## config.mk

```make
export PLATFORM = sky130hd
export DESIGN_NAME = ifetch
export DESIGN_NICKNAME = d
export VERILOG_FILES = /design/src/rtl/ifetch.sv
export SDC_FILE = /design/constraint.sdc
export NUM_CORES = 1
export LEC_CHECK = 0
export ABC_AREA = 1
export CORE_UTILIZATION = 58
export DETAILED_ROUTE_END_ITERATION = 12
export DONT_BUFFER_PORTS = 1
export GPL_ROUTABILITY_DRIVEN = 0
export PLACE_DENSITY = 0.74
export REMOVE_ABC_BUFFERS = 1
export SLEW_MARGIN = 10
export SYNTH_ARGS = -nofsm -noshare
export SYNTH_HDL_FRONTEND = slang
export SYNTH_SLANG_ARGS = --single-unit
```

## constraint.sdc

```tcl
create_clock -name clk -period 1.55 [get_ports clk]
set_input_delay 0.155 -clock clk [delete_from_list [all_inputs] [get_ports clk]]
set_output_delay 0.155 -clock clk [all_outputs]
set_load 0.01 [all_outputs]
```

## src/rtl/ifetch.sv

```systemverilog
// Instruction fetch unit: owns the PC, reads one 16-bit word from program
// memory over a req/ack handshake and strobes it into the instruction register.
// A stalled memory is abandoned after TIMEOUT request cycles with an error pulse.
module ifetch #(
    parameter int AW       = 8,
    parameter int RESET_PC = 0,
    parameter int TIMEOUT  = 15
) (
    input  logic          clk,
    input  logic          reset,
    input  logic          fetch_start,
    input  logic          pc_load,
    input  logic [AW-1:0] pc_load_val,
    output logic [AW-1:0] mem_addr,
    output logic          mem_rd,
    input  logic          mem_ack,
    input  logic [15:0]   mem_data,
    output logic [15:0]   ir_data,
    output logic          ir_w,
    output logic [AW-1:0] pc,
    output logic          busy,
    output logic          fetch_done,
    output logic          fetch_err
);

    typedef enum logic [1:0] {
        S_IDLE = 2'd0,
        S_REQ  = 2'd1,
        S_LOAD = 2'd2,
        S_ERR  = 2'd3
    } state_t;

    // Last wait-counter value before giving up; the counter tracks completed
    // unacknowledged REQ cycles, so reaching TIMEOUT-1 on a non-acked cycle
    // means TIMEOUT REQ cycles have gone by without an ack.
    localparam logic [7:0]    WAIT_LAST = 8'(TIMEOUT - 1);
    localparam logic [AW-1:0] PC_INIT   = AW'(RESET_PC);
    localparam logic [AW-1:0] PC_STEP   = AW'(1);

    state_t     state_r;
    logic [7:0] wait_cnt_r;

    // Fetch FSM; every output is a flop updated together with the state so
    // nothing reaches an output combinationally from an input.
    always_ff @(posedge clk) begin
        if (reset) begin
            state_r    <= S_IDLE;
            wait_cnt_r <= 8'd0;
            pc         <= PC_INIT;
            mem_addr   <= PC_INIT;
            ir_data    <= 16'h0000;
            mem_rd     <= 1'b0;
            ir_w       <= 1'b0;
            busy       <= 1'b0;
            fetch_done <= 1'b0;
            fetch_err  <= 1'b0;
        end else begin
            case (state_r)
                S_IDLE: begin
                    ir_w       <= 1'b0;
                    fetch_done <= 1'b0;
                    fetch_err  <= 1'b0;
                    if (pc_load) begin
                        pc <= pc_load_val;
                    end else begin
                        pc <= pc;
                    end
                    if (fetch_start) begin
                        // A jump in the same cycle fetches from the new target.
                        mem_addr   <= pc_load ? pc_load_val : pc;
                        wait_cnt_r <= 8'd0;
                        mem_rd     <= 1'b1;
                        busy       <= 1'b1;
                        state_r    <= S_REQ;
                    end else begin
                        mem_rd     <= 1'b0;
                        busy       <= 1'b0;
                        state_r    <= S_IDLE;
                    end
                end
                S_REQ: begin
                    if (mem_ack) begin
                        // An ack on the final allowed cycle still counts.
                        ir_data    <= mem_data;
                        mem_rd     <= 1'b0;
                        ir_w       <= 1'b1;
                        fetch_done <= 1'b1;
                        state_r    <= S_LOAD;
                    end else if (wait_cnt_r == WAIT_LAST) begin
                        mem_rd     <= 1'b0;
                        fetch_err  <= 1'b1;
                        state_r    <= S_ERR;
                    end else begin
                        wait_cnt_r <= wait_cnt_r + 8'd1;
                        state_r    <= S_REQ;
                    end
                end
                S_LOAD: begin
                    // Post-increment wraps naturally at 2^AW.
                    pc         <= mem_addr + PC_STEP;
                    ir_w       <= 1'b0;
                    fetch_done <= 1'b0;
                    busy       <= 1'b0;
                    state_r    <= S_IDLE;
                end
                S_ERR: begin
                    // PC and IR keep their values after an aborted fetch.
                    fetch_err  <= 1'b0;
                    busy       <= 1'b0;
                    state_r    <= S_IDLE;
                end
                default: begin
                    mem_rd     <= 1'b0;
                    ir_w       <= 1'b0;
                    fetch_done <= 1'b0;
                    fetch_err  <= 1'b0;
                    busy       <= 1'b0;
                    state_r    <= S_IDLE;
                end
            endcase
        end
    end

endmodule

```

==> results_dict.tcl <==
set metrics [dict create \
    hold_violations 20 \
    power_density_nw_per_um2 988.4 \
    setup_viol 0 \
    synth_commonest_cells "nor2_1, dfxtp_1, nand2_1" \
    crit_chain "inv_1 > ha_1 > inv_2 > o21ai_4 > buf_4 > nand4_1 > a21oi_2" \
    clock_sinks 46 \
    syn_area_um2 2220 \
    drt_wl_total_um 4690 \
    antenna_found_initial 0 \
    cts_tree "built" \
    fillCellCount 355 \
    diodes 0 \
    overflow 0 \
    arrival_ns 1.67 \
    clockBufferDepth 2 \
    avgViaCountPerCell 5.417 \
    fin_util_pct 65.93 \
    cts_buffers 5 \
    grt_pass1_wl_um 7907 \
    num_vias 1934 \
    ys_ff_latch 46 \
    avgRoutedWirePerCell_um 13.14 \
    drive_above_1_share_pct 13.27 \
    dp.cells 346 \
    fin_skew_ns 0.01271 \
    cts_htree_levels 2 \
    clkLatencyLatePin_ns 0.31 \
    dp_hpwl_um 3459 \
    fin_cells 357 \
    worst_hold_slack_ns -0.08718 \
    grt_usage_pct 24.71 \
    required_ns 1.79 \
    path_buf_inv 3 \
    synth_top_area_share_pct 41.49 \
    chipHeight_um 63.86 \
    drtIter0Drc 99 \
    rows 22 \
    ys.flop_type "dfxtp_1" \
    io_pins 66 \
    areaGrowthSynthToFinish_pct 8.737 \
    clock.fmax_mhz 696.5 \
    leakagePower_nw 0.9704 \
    die_w_um 63.86 \
    die-area_um2 4078 \
    drv_slew 0 \
    period_minus_slack_ns 1.436 \
    crit_path_max_incr_delay_ns 0.33 \
    synth.most_common_cell "nor2_1" \
    dpl_cell_area_um2 2286 \
    antenna_left 0 \
    hp-class "input port to register" \
    syn_avg_cell_area_um2 7.374 \
    crit_path_end_kind "register" \
    post-route-drc-count 0 \
    grt_pass1_vias 1812 \
    synth.area.top_cells "dfxtp_1, nor2_1, nand2_1" \
    cp_slowest_cell "dfxtp_1" \
    finalCritPeriodShare_pct 92.63 \
    yosysWarnings 0 \
    async_flop_share_pct 0 \
    synth.distinct_cells 36 \
    cp_top_family "buffers and inverters" \
    grt_max_degree 22 \
    ys_seq_area_share_pct 41.49 \
    worstPathMaxFanout 6 \
    cp-start-kind "register" \
    synth_edf_count 0 \
    max_slew_margin_pct 79.28 \
    final_nets 345 \
    violations "hold timing" \
    initial_core_util_pct 60.63 \
    rsz0062_at_grt "no" \
    netlist_instances 301 \
    port_buffers 0 \
    status "finished with violations" \
    critPathKind "register to register" \
    ctsRootBufferMaster "clkbuf_8" \
    coreArea_um2 3661 \
    clkTransAtPathRegs_ns 0.08 \
    first_pass_iters 4 \
    worst_pin_slew_ns 0.3105 \
    final_cell_area_um2 2414 \
    ir_drop_mv 0.7662 \
    yosysTopAreaCell "dfxtp_1" \
    cap_violations 0 \
]
sequential cells by signal, summed over array words and instances, names as in the netlist:
register / cells
busy: 1
ir_data: 16
state_r: 2
mem_addr: 8
fetch_err: 1
wait_cnt_r: 8
fetch_done: 1
mem_rd: 1
pc: 8
stage by stage:
stage          hold WS, ns  worst slack (ns)  TNS [ns]  total power, mW
3_5_place_dp        0.2234           0.01027         0            1.626
3_3_place_gp        0.2203           0.04022         0            1.617
5_1_grt            -0.1050          0.002158         0            2.507
4_1_cts            -0.1023           0.01415         0            2.394
2_1_floorplan       0.2174           -0.1934    -2.436            1.545
6_report          -0.08718            0.1143         0            2.386
routing by layer:
| layer | GRT usage, % | share of wire [%] |
|---|---|---|
| met1 | 27.81 | 43 |
| met4 | 8.523 | 1.5 |
| met2 | 45.08 | 50 |
| met3 | 5.714 | 5.4 |
| met5 | 0 | 0 |
worst paths after layout:
kind	from	end	slack, ns	depth (start not counted)
setup / recovery	state_r[1]	wait_cnt_r[2]	0.11	7
hold / removal	reset	wait_cnt_r[6]	-0.09	1
setup reg to reg	state_r[1]	wait_cnt_r[2]	0.11	7
hold reg to reg	wait_cnt_r[0]	wait_cnt_r[0]	0.48	2
where the power goes:
part | switching (mW) | leakage [nW] | internal (mW)
sequential | 0.0882 | 0.376 | 1.25
clock | 0.441 | 0.0495 | 0.335
combinational | 0.166 | 0.545 | 0.109
total | 0.695 | 0.970 | 1.69
worst register-to-register path, delay by kind of cell (launching register included):
family	cells	cell delay, ns
compound gates	2	0.35
flops	1	0.33
fa+ha+maj	1	0.22
buf+inv	3	0.35
simple gates	1	0.11
cells by family after synthesis:
| group | share of synthesized area, % |
|---|---|
| adder cells (fa/ha/maj) | 4.510 |
| multiplexers | 0.4510 |
| flip-flops | 41.49 |
| AND/OR/NAND/NOR | 26.78 |
| AO/OA/AOI/OAI | 18.32 |
| buffers and inverters | 7.666 |
| XOR/XNOR | 0.7893 |
placed cells by master (no fill, tap or decap), types with 2 or more instances in the layout:
| master | netlist | layout |
|---|---|---|
| ha_1 | 8 | 7 |
| a211oi_1 | 4 | 4 |
| inv_1 | 26 | 25 |
| nand2_2 | 2 | 3 |
| nand4_1 | 9 | 9 |
| nor2_2 | 2 | 3 |
| o21ai_1 | 2 | 2 |
| a21oi_1 | 18 | 18 |
| xor2_1 | 2 | 2 |
| nor2_1 | 57 | 56 |
| a21oi_2 | 2 | 2 |
| inv_6 | 0 | 3 |
| a22oi_1 | 5 | 5 |
| o21ai_0 | 31 | 31 |
| dfxtp_1 | 46 | 46 |
| clkbuf_8 | 0 | 5 |
| nand3_1 | 11 | 11 |
| inv_2 | 5 | 6 |
| buf_4 | 2 | 10 |
| nand2_1 | 44 | 43 |
layout make-up:
cell class / instances / area [um^2] / share of cell area (%)
clock buffers: 5 / 68.82 / 2.851
clock inverters: 3 / 26.28 / 1.089
multi-input cells: 213 / 1136 / 47.07
flip-flops and latches: 46 / 920.9 / 38.15
inverters: 31 / 116.4 / 4.821
repair buffers: 11 / 85.08 / 3.525
well taps: 48 / 60.06 / 2.488
timing repair:
item,4_1_cts,5_1_grt
endpoints found under the setup margin,0,9
buffers inserted,0,2
resized for setup,0,4
endpoints found under the hold margin,20,21
Note: power is estimated with default switching activity, not from simulation.
